[src/rtl/btn_pkg.sv]
// Shared types and default parameter values for the button debounce array.
package btn_pkg;

   typedef enum logic [1:0] {
      IDLE    = 2'd0,
      PRESS   = 2'd1,
      HELD    = 2'd2,
      RELEASE = 2'd3
   } btnState_t;

   localparam int DEF_NUM_BTN    = 4;
   localparam int DEF_COUNT_NUM  = 5000;
   localparam int DEF_ACTIVE_LOW = 1;
   localparam int DEF_HOLD_NUM   = 25000000;
   localparam int DEF_REPEAT_NUM = 5000000;
   localparam int DEF_CNT_W      = 26;

endpackage

[src/rtl/btn_debounce_chan.sv]
// One debounce channel: 2-flop synchroniser, press/release FSM and, with
// BTN_AUTOREPEAT_EN defined, a hold counter driving the auto-repeat pulse.
module btn_debounce_chan
   import btn_pkg::*;
#(
   parameter int COUNT_NUM  = DEF_COUNT_NUM,
   parameter int ACTIVE_LOW = DEF_ACTIVE_LOW,
   parameter int HOLD_NUM   = DEF_HOLD_NUM,
   parameter int REPEAT_NUM = DEF_REPEAT_NUM,
   parameter int CNT_W      = DEF_CNT_W
) (
   input  logic       iClk,
   input  logic       iRst_n,
   input  logic       iBtn,
   output logic       oPress,
   output logic       oRelease,
   output logic       oRepeat,
   output logic       oLevel,
   output logic [1:0] oState
);

   if (COUNT_NUM < 2 || HOLD_NUM < 1 || REPEAT_NUM < 1 ||
       $clog2(COUNT_NUM + 1) > CNT_W || $clog2(HOLD_NUM + 1) > CNT_W ||
       $clog2(REPEAT_NUM + 1) > CNT_W) begin : gBadParam
      $error("btn_debounce_chan: counter parameters out of range for CNT_W");
   end

   localparam logic       IDLE_RAW   = (ACTIVE_LOW != 0);
   localparam logic [CNT_W-1:0] COUNT_LAST = CNT_W'(COUNT_NUM - 1);

   logic [1:0]       syncFf;
   logic             pressed;
   btnState_t        state;
   logic [CNT_W-1:0] count;

   // NOTE: synchroniser resets to the idle raw level so no false press follows reset.
   always_ff @(posedge iClk or negedge iRst_n) begin
      if (!iRst_n) begin
         syncFf <= {2{IDLE_RAW}};
      end else begin
         syncFf <= {syncFf[0], iBtn};
      end
   end

   assign pressed = syncFf[1] ^ IDLE_RAW;

   // NOTE: non-blocking everywhere in sequential logic so every flop sees pre-edge values.
   always_ff @(posedge iClk or negedge iRst_n) begin
      if (!iRst_n) begin
         state    <= IDLE;
         count    <= '0;
         oPress   <= 1'b0;
         oRelease <= 1'b0;
      end else begin
         oPress   <= 1'b0;
         oRelease <= 1'b0;
         case (state)
            IDLE: begin
               if (pressed) begin
                  state <= PRESS;
                  count <= '0;
               end
            end
            PRESS: begin
               if (!pressed) begin
                  state <= IDLE;
               end else if (count == COUNT_LAST) begin
                  state  <= HELD;
                  oPress <= 1'b1;
               end else begin
                  count <= count + 1'b1;
               end
            end
            HELD: begin
               if (!pressed) begin
                  state <= RELEASE;
                  count <= '0;
               end
            end
            RELEASE: begin
               if (pressed) begin
                  state <= HELD;
                  count <= '0;
               end else if (count == COUNT_LAST) begin
                  state    <= IDLE;
                  oRelease <= 1'b1;
               end else begin
                  count <= count + 1'b1;
               end
            end
            default: state <= IDLE;
         endcase
      end
   end

   assign oLevel = (state == HELD) || (state == RELEASE);
   assign oState = state;

`ifdef BTN_AUTOREPEAT_EN
   localparam logic [CNT_W-1:0] HOLD_LAST   = CNT_W'(HOLD_NUM - 1);
   localparam logic [CNT_W-1:0] REPEAT_LAST = CNT_W'(REPEAT_NUM - 1);

   logic [CNT_W-1:0] holdCnt;
   logic             repeating;
   logic             enterHeld;
   logic             leaveRelease;

   assign enterHeld    = (state == PRESS) && pressed && (count == COUNT_LAST);
   assign leaveRelease = (state == RELEASE) && !pressed && (count == COUNT_LAST);

   // A RELEASE->HELD bounce keeps counting; only a fresh press restarts the hold delay.
   always_ff @(posedge iClk or negedge iRst_n) begin
      if (!iRst_n) begin
         holdCnt   <= '0;
         repeating <= 1'b0;
         oRepeat   <= 1'b0;
      end else begin
         oRepeat <= 1'b0;
         if (enterHeld) begin
            holdCnt   <= '0;
            repeating <= 1'b0;
         end else if (oLevel && !leaveRelease) begin
            if (holdCnt == (repeating ? REPEAT_LAST : HOLD_LAST)) begin
               holdCnt   <= '0;
               repeating <= 1'b1;
               oRepeat   <= 1'b1;
            end else begin
               holdCnt <= holdCnt + 1'b1;
            end
         end
      end
   end
`else
   assign oRepeat = 1'b0;
`endif

endmodule

[src/rtl/btn_debounce_array.sv]
// NUM_BTN independent debounce channels. Define BTN_AUTOREPEAT_EN to enable
// the per-channel hold/auto-repeat logic; otherwise oRepeat is tied low.
module btn_debounce_array
   import btn_pkg::*;
#(
   parameter int NUM_BTN    = DEF_NUM_BTN,
   parameter int COUNT_NUM  = DEF_COUNT_NUM,
   parameter int ACTIVE_LOW = DEF_ACTIVE_LOW,
   parameter int HOLD_NUM   = DEF_HOLD_NUM,
   parameter int REPEAT_NUM = DEF_REPEAT_NUM,
   parameter int CNT_W      = DEF_CNT_W
) (
   input  logic                 iClk,
   input  logic                 iRst_n,
   input  logic [NUM_BTN-1:0]   iBtn,
   output logic [NUM_BTN-1:0]   oPress,
   output logic [NUM_BTN-1:0]   oRelease,
   output logic [NUM_BTN-1:0]   oLevel,
   output logic [NUM_BTN-1:0]   oRepeat,
   output logic [2*NUM_BTN-1:0] oState
);

   if (NUM_BTN < 1 || NUM_BTN > 32) begin : gBadNumBtn
      $error("btn_debounce_array: NUM_BTN must be 1..32");
   end

   for (genvar i = 0; i < NUM_BTN; i++) begin : gChan
      btn_debounce_chan #(
         .COUNT_NUM  (COUNT_NUM),
         .ACTIVE_LOW (ACTIVE_LOW),
         .HOLD_NUM   (HOLD_NUM),
         .REPEAT_NUM (REPEAT_NUM),
         .CNT_W      (CNT_W)
      ) uChan (
         .iClk     (iClk),
         .iRst_n   (iRst_n),
         .iBtn     (iBtn[i]),
         .oPress   (oPress[i]),
         .oRelease (oRelease[i]),
         .oRepeat  (oRepeat[i]),
         .oLevel   (oLevel[i]),
         .oState   (oState[2*i +: 2])
      );
   end

endmodule

[config.mk]
export PLATFORM = sky130hd
export DESIGN_NAME = btn_debounce_array
export DESIGN_NICKNAME = d
export VERILOG_FILES = /design/src/rtl/btn_pkg.sv /design/src/rtl/btn_debounce_chan.sv /design/src/rtl/btn_debounce_array.sv
export SDC_FILE = /design/constraint.sdc
export NUM_CORES = 1
export LEC_CHECK = 0
export ABC_AREA = 1
export CAP_MARGIN = 20
export CORE_MARGIN = 2
export CORE_UTILIZATION = 55
export CTS_CLUSTER_DIAMETER = 150
export DETAILED_ROUTE_END_ITERATION = 10
export GPL_TIMING_DRIVEN = 0
export PLACE_DENSITY = 0.73
export SKIP_LAST_GASP = 1
export SLEW_MARGIN = 20
export SYNTH_ARGS = -nofsm -noshare
export SYNTH_HDL_FRONTEND = slang
export SYNTH_HIERARCHICAL = 1
export SYNTH_SLANG_ARGS = --single-unit
[constraint.sdc]
create_clock -name iClk -period 1.9 [get_ports iClk]
set_clock_uncertainty 0.05 [all_clocks]
set_input_delay 0.475 -clock iClk [delete_from_list [all_inputs] [get_ports iClk]]
set_output_delay 0.475 -clock iClk [all_outputs]
set_load 0.005 [all_outputs]
==> results of run 1 <==
## sequential cells by signal, summed over array words and instances, names as in the netlist, named ones only
| register | count |
|---|---|
| gChan.uChan/count | 104 |
| gChan.uChan/oRelease | 4 |
| gChan.uChan/oPress | 4 |
| gChan.uChan/syncFf | 8 |
| gChan.uChan/oState | 4 |
## cell type report
class | count | area, µm²
fill | 1336 | 5110
tap | 184 | 230
buffer | 17 | 116
clock buffer | 23 | 498
timing repair buffer | 34 | 350
sequential | 128 | 3220
clock inverter | 9 | 105
inverter | 161 | 612
multi-input combinational | 890 | 4400
## cell usage after synthesis, drive strengths merged, types with 4 or more instances
cell type / count
conb: 4
dfrtp: 120
nor2: 178
ha: 4
and2: 8
clkinv: 6
a21oi: 58
buf: 12
clkbuf: 5
dfstp: 8
o22ai: 4
nand4: 30
o21ai: 70
nor3: 43
inv: 155
nand3: 108
xor2: 7
nand2: 358
xnor2: 4
## routing by layer
metal,GRT usage (%),up-vias
li1,-,3949
met1,36.7,3569
met2,42.1,177
met3,4.82,28
met4,7.63,0
met5,0,-
## per-stage QoR
stage / util [%] / instance area [µm²] / std cells
finish: 65.1 / 9530 / 1446
global route: 65.1 / 9530 / 1446
CTS: 64.9 / 9500 / 1445
detailed placement: 60.4 / 8840 / 1406
global placement: 60.1 / 8810 / 1405
floorplan: - / 8330 / 1196
## worst register-to-register path, delay by kind of cell (launching register included)
kind | cells | cell delay (ns)
fa+ha+maj | 1 | 0.25
buf+inv | 1 | 0.08
flops | 1 | 0.44
simple gates | 8 | 0.83
## logic make-up (layout without fill, tap and decap cells)
group | Yosys count | count (layout)
XOR/XNOR | 11 | 11
other | 4 | 4
adder cells (fa/ha/maj) | 4 | 4
flip-flops | 128 | 128
buffers and inverters | 178 | 244
AO/OA/AOI/OAI | 144 | 144
AND/OR/NAND/NOR | 727 | 727
## placed cells by master, fill, tap and decap left out, types with 15 or more instances in the layout
cell type	synthesis	layout
inv_2	31	31
nand3_1	97	97
dfrtp_1	120	115
nor2_1	154	152
clkdlybuf4s50_1	0	19
nor3_1	32	32
o21ai_1	20	20
nand4_1	30	30
clkbuf_16	0	17
nand2_2	23	23
inv_1	123	123
a21oi_1	58	58
nand2_1	331	331
o21ai_0	44	44
nor2_4	15	15
## final timing paths
path	startpoint	endpoint
setup / recovery	gChan[3].uChan/oRelease$_DFF_PN0_	oRelease[3]
hold / removal	gChan[2].uChan/syncFf[0]$_DFF_PN1_	gChan[2].uChan/syncFf[1]$_DFF_PN1_
setup reg to reg	gChan[2].uChan/count[0]$_DFFE_PN0P_	gChan[2].uChan/count[14]$_DFFE_PN0P_
hold reg to reg	gChan[2].uChan/syncFf[0]$_DFF_PN1_	gChan[2].uChan/syncFf[1]$_DFF_PN1_
max in group asynchronous	iRst_n	gChan[2].uChan/oState[0]$_DFFE_PN0P_
min in group asynchronous	iRst_n	gChan[0].uChan/count[4]$_DFFE_PN0P_
## timing repair
action / CTS / global route
hold endpoints to repair: 34 / 0
pin swaps: 0 / 2
setup endpoints to repair: 11 / 27
buffers inserted: 6 / 1
gates resized for setup: 6 / 11
hold buffers: 1 / 0
## power breakdown
group | switching [mW] | leakage [nW] | total (mW) | internal, mW
Combinational | 0.210 | 2.39 | 0.307 | 0.0971
Sequential | 0.0562 | 1.74 | 2.83 | 2.78
Clock | 1.19 | 0.299 | 3.29 | 2.10
Total | 1.45 | 4.42 | 6.43 | 4.97
==> results.sh, run 1 <==
export IMPL_status="completed"
export IMPL_synth_seq_area_share_pct=38.6
export IMPL_fp_coreArea_um2=14600
export IMPL_die_x_um=127
export IMPL_critPathLaunchType="flip-flop"
export IMPL_wl_met3_um=858
export IMPL_synth_cells=1196
export IMPL_synth_top_family_by_area="simple AND/OR/NAND/NOR gates"
export IMPL_dr_pass1_iters=8
export IMPL_synth_simple_area_share_pct=41.1
export IMPL_rsz0062_at_grt="no"
export IMPL_path_class="reg -> out"
export IMPL_p_total_mw=6.43
export IMPL_grt_pass1_wl_mm=34.7
export IMPL_vias=7723
export IMPL_synthArstFlopShare_pct=100
export IMPL_port_buffers=25
export IMPL_layout_drive_gt1_share_pct=14.8
export IMPL_gp_congestion=0.956
export IMPL_fin_crit_sh_pct=96.2
export IMPL_preCtsSetupSlack_ns=0.111
export IMPL_leakage_nw=4.42
export IMPL_netlist_top_cell_by_area="dfrtp_1"
export IMPL_ff2ff_setup_slack_ns=0.14
export IMPL_dr_max_layer_used="met4"
export IMPL_synth_seq_cells=128
export IMPL_synth_distinct_cells=43
export IMPL_path_clk_slew_ns=0.05
export IMPL_drtAntennaViolNets=0
export IMPL_clk_latency_ns=0.42
export IMPL_setup_tns_ns=0
export IMPL_synth_compound_area_share_pct=9.60
export IMPL_routedWlPerCell_um=13.5
export IMPL_diodes=0
export IMPL_area_growth_pct=14.5
export IMPL_numCtsBuffers=17
export IMPL_cp_data_required_time_ns=1.37
export IMPL_fmaxAchievable_ghz=0.547
export IMPL_yosysTopAreaCellShare_pct=36.1
export IMPL_num_rows=44
export IMPL_synth_flop_cell="dfrtp_1"
export IMPL_hold_violations=0
export IMPL_synthesis_nets=1206
export IMPL_cp_max_fo=1
export IMPL_dp_hpwl_mm=14.3
export IMPL_min_period_ns=1.83
export IMPL_synth_area_top_cells="dfrtp_1, nand2_1, nor2_1"
export IMPL_cap_violations=0
export IMPL_met2_length_mm=9.02
export IMPL_cts_buffer_depth=2
export IMPL_syn_area_um2=8330
export IMPL_hp_class="reg -> reg"
export IMPL_htreeDepth=4
export IMPL_drc=0
export IMPL_synth_xor_area_share_pct=1.16
export IMPL_vdd_drop_max_v=0.000682
export IMPL_initialDrtViolationCount=673
export IMPL_worstPathArrival_ns=1.30
export IMPL_overflow=0
export IMPL_grt_pass1_vias=7321
export IMPL_die_area_um2=16100
export IMPL_start_util_pct=56.9
export IMPL_root_buffer="clkbuf_16"
export IMPL_crit_buf_inv=1
export IMPL_relSlewSlack_pct=67.1
export IMPL_synth_edf_count=0
export IMPL_slowest_delay_ns=0.52
export IMPL_end_kind="output port"
export IMPL_yosysWarnings=6
export IMPL_final_setup_worst_slack_ns=0.0721
export IMPL_power_density_nw_per_um2=674
export IMPL_via_per_inst=5.34
export IMPL_cpLargestDelayFamily="buffers and inverters"
export IMPL_cts_tree="yes"
export IMPL_grt_usage_pct=26.2
export IMPL_fin_nets=1259
export IMPL_die_y_um=127
export IMPL_io_pins=30
export IMPL_hold_slack_ns=0.305
export IMPL_whs_path_depth=0
export IMPL_grt_max_degree=93
export IMPL_postRouteWirelength_mm=19.5
export IMPL_synthMuxAreaShare_pct=0
export IMPL_met1_length_mm=9.30
export IMPL_grt_antenna_before_repair=0
export IMPL_worst_slew_pin_slew_ns=0.489
export IMPL_worst_r2r_path_depth=10
export IMPL_finalMaxSlewViolations=0
export IMPL_avgSynthCellArea_um2=6.96
export IMPL_finalSetupViolCount=0
export IMPL_path_depth=1
export IMPL_crit_slowest_cell="clkdlybuf4s50_1"
export IMPL_synth_adder_area_share_pct=0.601
export IMPL_worstPathCellList="clkdlybuf4s50_1"
export IMPL_clock_sinks=128
Power figures use the tool's default switching activity.
==> inputs of run 2 (changes only) <==
--- a/config.mk
+++ b/config.mk
@@ -9,7 +9,6 @@
 export CAP_MARGIN = 20
 export CORE_MARGIN = 2
 export CORE_UTILIZATION = 55
-export CTS_CLUSTER_DIAMETER = 150
 export DETAILED_ROUTE_END_ITERATION = 10
 export GPL_TIMING_DRIVEN = 0
 export PLACE_DENSITY = 0.73
==> constraint.sdc (replaced) <==
create_clock -name iClk -period 1.8 [get_ports iClk]
set_clock_uncertainty 0.05 [all_clocks]
set_input_delay 0.45 -clock iClk [delete_from_list [all_inputs] [get_ports iClk]]
set_output_delay 0.45 -clock iClk [all_outputs]
set_load 0.005 [all_outputs]
==> run 2 against run 1 <==
  * Wire length up 0.96%
  * Combinational power up 17%
  * Core utilization up 1.0 points
  * Die area unchanged
  * Hold slack about the same
  * Total power up 6.0%
  * Setup slack worse by 0.015 ns
  * Sequential power up 6%
==> results.sh, run 2 (same netlist as run 1, synthesis figures left out) <==
export IMPL_status="completed"
export IMPL_diodes=0
export IMPL_postRouteWirelength_mm=19.7
export IMPL_path_clk_slew_ns=0.06
export IMPL_worst_r2r_path_depth=9
export IMPL_overflow=0
export IMPL_reg2reg_from="gChan[0].uChan/count[0]$_DFFE_PN0P_"
export IMPL_crit_slowest_cell="clkdlybuf4s50_1"
export IMPL_whs_path_depth=0
export IMPL_layout_drive_gt1_share_pct=17.0
export IMPL_end_kind="output port"
export IMPL_final_cells=1455
export IMPL_hold_path_end="gChan[2].uChan/syncFf[1]$_DFF_PN1_"
export IMPL_finalSetupViolCount=0
export IMPL_largest_reg_flops=104
export IMPL_clock_sinks=128
export IMPL_hp_class="reg -> reg"
export IMPL_fin_nets=1268
export IMPL_slowest_delay_ns=0.50
export IMPL_regMostFlops="gChan.uChan/count"
export IMPL_mostFrequentLayoutCells="nand2_1, nor2_1, inv_1"
export IMPL_gp_congestion=0.956
export IMPL_fin_crit_sh_pct=96.8
export IMPL_cts_buffer_depth=2
export IMPL_num_rows=44
export IMPL_via_per_inst=5.32
export IMPL_cp_data_required_time_ns=1.30
export IMPL_vdd_drop_max_v=0.000718
export IMPL_hold_slack_ns=0.305
export IMPL_initialDrtViolationCount=757
export IMPL_start_util_pct=56.9
export IMPL_min_from="gChan[2].uChan/syncFf[0]$_DFF_PN1_"
export IMPL_r2r_end="gChan[0].uChan/count[0]$_DFFE_PN0P_"
export IMPL_crit_buf_inv=1
export IMPL_final_area_um2=9680
export IMPL_numCtsBuffers=17
export IMPL_layout_cells_most_common="nand2_1"
export IMPL_port_buffers=25
export IMPL_preCtsSetupSlack_ns=0.0113
export IMPL_worstPathCellList="clkdlybuf4s50_1"
export IMPL_cp_max_fo=1
export IMPL_die_area_um2=16100
export IMPL_grt_pass1_wl_mm=34.7
export IMPL_fmaxAchievable_ghz=0.574
export IMPL_grt_max_degree=93
export IMPL_leakage_nw=4.55
export IMPL_path_class="reg -> out"
export IMPL_hold_violations=0
export IMPL_worstPathArrival_ns=1.24
export IMPL_cap_violations=0
export IMPL_grt_pass1_vias=7329
export IMPL_grt_antenna_before_repair=0
export IMPL_place_area_um2=8840
export IMPL_p_total_mw=6.82
export IMPL_reg_top3="gChan.uChan/count (104), gChan.uChan/syncFf (8)"
export IMPL_root_buffer="clkbuf_16"
export IMPL_die_x_um=127
export IMPL_vias=7739
export IMPL_io_pins=30
export IMPL_rsz0062_at_grt="yes"
export IMPL_grt_usage_pct=26.2
export IMPL_cpLargestDelayFamily="buffers and inverters"
export IMPL_nFillCells=1318
export IMPL_setup_tns_ns=0
export IMPL_power_density_nw_per_um2=704
export IMPL_fin_util_pct=66.1
export IMPL_min_period_ns=1.74
export IMPL_die_y_um=127
export IMPL_placed_cells=1406
export IMPL_finalMaxSlewViolations=0
export IMPL_drc=0
export IMPL_fp_coreArea_um2=14600
export IMPL_htreeDepth=4
export IMPL_clk_latency_ns=0.42
export IMPL_area_growth_pct=16.3
export IMPL_routedWlPerCell_um=13.5
export IMPL_ff2ff_setup_slack_ns=0.09
export IMPL_cts_tree="yes"
export IMPL_dr_pass1_iters=5
export IMPL_dp_hpwl_mm=14.3
export IMPL_drtAntennaViolNets=0
export IMPL_critPathLaunchType="flip-flop"
export IMPL_final_setup_worst_slack_ns=0.0573
==> run 2: changes by cell type in the layout (fill, tap and decap cells not counted), moves of 3 or more <==
cell / previous run / this run
nor2_1: 152 / 143
dlygate4sd2_1: 2 / 9
dfrtp_2: 5 / 8
clkdlybuf4s50_1: 19 / 10
dfrtp_1: 115 / 112
nor2_2: 9 / 16
buf_4: 14 / 22
nand2_1: 331 / 328
==> run 2: final cells by class <==
cell class	count	area (µm²)	area share (%)
Multi-Input combinational cell	891	4480	46.2
Sequential cell	128	3220	33.3
Inverter	161	612	6.32
Clock buffer	23	498	5.14
Timing Repair Buffer	42	419	4.33
Tap cell	184	230	2.38
Buffer	17	119	1.23
Clock inverter	9	105	1.09
==> run 2: worst max-delay path by stage <==
stage	cells after the start	endpoint	start
after global placement	1	gChan[2].uChan/count[21]$_DFFE_PN0P_	iRst_n
after CTS	2	oLevel[3]	flip-flop
after floorplan	10	gChan[0].uChan/count[14]$_DFFE_PN0P_	gChan[0].uChan/count[0]$_DFFE_PN0P_
final	1	oRelease[2]	gChan[2].uChan/oRelease$_DFF_PN0_
after global routing	9	gChan[0].uChan/count[0]$_DFFE_PN0P_	gChan[0].uChan/count[0]$_DFFE_PN0P_
after detailed placement	10	gChan[2].uChan/count[14]$_DFFE_PN0P_	gChan[2].uChan/count[0]$_DFFE_PN0P_
==> run 2: report_power, final <==
| part | internal [mW] | switching (mW) |
|---|---|---|
| Sequential | 2.93 | 0.0553 |
| Combinational | 0.123 | 0.235 |
| Clock | 2.22 | 1.25 |
==> run 2: layer usage <==
| metal | track usage, % | share of wire, % | up-vias |
|---|---|---|---|
| met5 | 0 | 0 | - |
| met4 | 7.63 | 1.4 | 0 |
| met3 | 4.77 | 4.0 | 24 |
| met2 | 42.1 | 46 | 174 |
| met1 | 36.8 | 48 | 3577 |
| li1 | - | - | 3964 |
==> run 2: repair_timing <==
item                                    CTS  global route
hold buffers                              1             0
endpoints found under the setup margin   14            82
resized for setup                        13            41
pin swaps                                 2             4
setup buffers                             7             8
endpoints found under the hold margin    34             0
cloned                                    0             1
==> inputs of run 3 (changes only) <==
--- a/config.mk
+++ b/config.mk
@@ -9,9 +9,11 @@
 export CAP_MARGIN = 20
 export CORE_MARGIN = 2
 export CORE_UTILIZATION = 55
+export CTS_CLUSTER_DIAMETER = 100
 export DETAILED_ROUTE_END_ITERATION = 10
 export GPL_TIMING_DRIVEN = 0
 export PLACE_DENSITY = 0.73
+export SKIP_CTS_REPAIR_TIMING = 1
 export SKIP_LAST_GASP = 1
 export SLEW_MARGIN = 20
 export SYNTH_ARGS = -nofsm -noshare
==> run 3 against run 2 <==
  * The flow now finishes with violations (setup timing)
  * Sequential cell count did not move
  * Global-route usage shrank 0.17 points
  * Combinational power shrank 4%
  * Register-to-register slack got worse by 0.02 ns
  * Sequential share of layout area fell by 0.056 points
  * Fmax fell by 8.4%
  * Cell area rose by 0.28%
  * Non-clock buffer count is 1 higher
  * Critical path type unchanged
==> results.sh, run 3 (same netlist as run 1, synthesis figures left out) <==
export IMPL_status="finished, violations left"
export IMPL_violations="setup timing"
export IMPL_numCtsBuffers=17
export IMPL_fmaxAchievable_ghz=0.525
export IMPL_num_rows=44
export IMPL_layout_drive_gt1_share_pct=17.2
export IMPL_p_comb_share_pct=5.1
export IMPL_vdd_drop_max_v=0.000721
export IMPL_htreeDepth=4
export IMPL_diodes=0
export IMPL_critPathLaunchType="flip-flop"
export IMPL_slowest_delay_ns=0.50
export IMPL_area_growth_pct=16.6
export IMPL_grt_max_degree=93
export IMPL_port_buffers=25
export IMPL_cp_max_fo=5
export IMPL_nFillCells=1297
export IMPL_reg_top3="gChan.uChan/count (104), gChan.uChan/syncFf (8)"
export IMPL_crit_buf_inv=2
export IMPL_finalSetupViolCount=1
export IMPL_power_density_nw_per_um2=701
export IMPL_routedWlPerCell_um=13.5
export IMPL_root_buffer="clkbuf_16"
export IMPL_start_util_pct=56.9
export IMPL_via_per_inst=5.35
export IMPL_grt_pass1_wl_mm=34.5
export IMPL_hold_violations=0
export IMPL_die_x_um=127
export IMPL_fp_coreArea_um2=14600
export IMPL_mostFrequentLayoutCells="nand2_1, nor2_1, inv_1"
export IMPL_p_total_mw=6.80
export IMPL_worstPathArrival_ns=1.40
export IMPL_grt_usage_pct=26.1
export IMPL_io_pins=30
export IMPL_internal_power_mw=5.26
export IMPL_cap_violations=0
export IMPL_power_frac_seq_pct=43.9
export IMPL_grt_pass1_vias=7281
export IMPL_overflow=0
export IMPL_worstPathCellList="clkbuf_1 -> clkdlybuf4s50_1"
export IMPL_vias=7794
export IMPL_path_clk_slew_ns=0.05
export IMPL_largest_reg_flops=104
export IMPL_regMostFlops="gChan.uChan/count"
export IMPL_fin_crit_sh_pct=106
export IMPL_crit_slowest_cell="clkdlybuf4s50_1"
export IMPL_die_area_um2=16100
export IMPL_leakage_nw=4.64
export IMPL_end_kind="output port"
export IMPL_switching_share_pct=22.7
export IMPL_hp_class="reg -> reg"
export IMPL_multi_input_area_um2=4480
export IMPL_min_period_ns=1.90
export IMPL_setup_tns_ns=-0.103
export IMPL_initialDrtViolationCount=767
export IMPL_gp_congestion=0.956
export IMPL_cts_buffer_depth=2
export IMPL_drtAntennaViolNets=0
export IMPL_dr_pass1_iters=7
export IMPL_postRouteWirelength_mm=19.7
export IMPL_drc=0
export IMPL_cts_tree="yes"
export IMPL_seq_area_um2=3230
export IMPL_die_y_um=127
export IMPL_path_class="reg -> out"
export IMPL_clk_latency_ns=0.42
export IMPL_fin_nets=1269
export IMPL_grt_antenna_before_repair=0
export IMPL_cpLargestDelayFamily="buffers and inverters"
export IMPL_cp_data_required_time_ns=1.30
export IMPL_finalMaxSlewViolations=0
export IMPL_switchingPower_mw=1.54
export IMPL_rsz0062_at_grt="yes"
export IMPL_final_setup_worst_slack_ns=-0.103
export IMPL_dp_hpwl_mm=14.3
export IMPL_clock_sinks=128
export IMPL_layout_cells_most_common="nand2_1"
export IMPL_p_clk_share_pct=51.0
## run 3: changes by cell type in the layout (fill, tap and decap cells not counted), moves of 3 or more
cell,change
dfrtp_2,+3
dlygate4sd2_1,-9
dfrtp_1,-3
dlymetal6s2s_1,+8
## run 3: power by group through the flow
stage	Sequential, mW	Combinational [mW]	Clock (mW)
2_1_floorplan	3.03	0.174	0
3_3_place_gp	3.04	0.302	0
3_5_place_dp	3.04	0.315	0
4_1_cts	2.99	0.317	3.54
5_1_grt	3.00	0.393	3.69
6_report	2.99	0.344	3.47
## run 3: worst paths after layout
check | start | to | slack [ns] | cells after the start
worst max-delay path | flip-flop | oLevel[3] | -0.10 | 2
worst min-delay path | gChan[2].uChan/syncFf[0]$_DFF_PN1_ | gChan[2].uChan/syncFf[1]$_DFF_PN1_ | 0.31 | 0
worst max register to register | flip-flop | gChan[3].uChan/count[4]$_DFFE_PN0P_ | 0.07 | 9
worst min register to register | gChan[2].uChan/syncFf[0]$_DFF_PN1_ | gChan[2].uChan/syncFf[1]$_DFF_PN1_ | 0.31 | 0
max in group asynchronous | iRst_n | gChan[2].uChan/count[0]$_DFFE_PN0P_ | 0.49 | 3
min in group asynchronous | iRst_n | gChan[0].uChan/count[4]$_DFFE_PN0P_ | 0.44 | 2
## run 3: per-stage QoR
stage / cells / utilization, % / hold slack [ns] / instance area, µm² / setup WS (ns)
finish: 1456 / 66.3 / 0.305 / 9710 / -0.103
global route: 1456 / 66.3 / 0.308 / 9710 / -0.165
CTS: 1438 / 64.5 / -0.156 / 9440 / -0.251
detailed placement: 1406 / 60.4 / 0.297 / 8840 / 0.0113
global placement: 1405 / 60.1 / 0.295 / 8810 / -4.94
floorplan: 1196 / - / 0.104 / 8330 / 0.273
## run 3: layout make-up
cell class | instances | share of cell area [%]
Multi-Input combinational cell | 891 | 46.1
Sequential cell | 128 | 33.2
Inverter | 161 | 6.30
Clock buffer | 23 | 5.13
Timing Repair Buffer | 43 | 4.59
Tap cell | 184 | 2.37
Buffer | 17 | 1.20
Clock inverter | 9 | 1.08
## run 3: worst reg2reg max path: stages (launching register included)
cell and delay (ns):
dfrtp_2 0.43, buf_4 0.16, inv_2 0.07, nor2_1 0.05, inv_1 0.09, nand3_1 0.19
inv_2 0.11, buf_2 0.23, o21ai_1 0.12, a22oi_1 0.15
## run 3: per-layer routing
layer,track usage (%),up-vias,wire (µm)
met4,7.56,0,372
li1,-,3966,-
met2,41.8,200,9140
met5,0,-,0
met1,36.5,3592,9280
met3,4.82,36,923
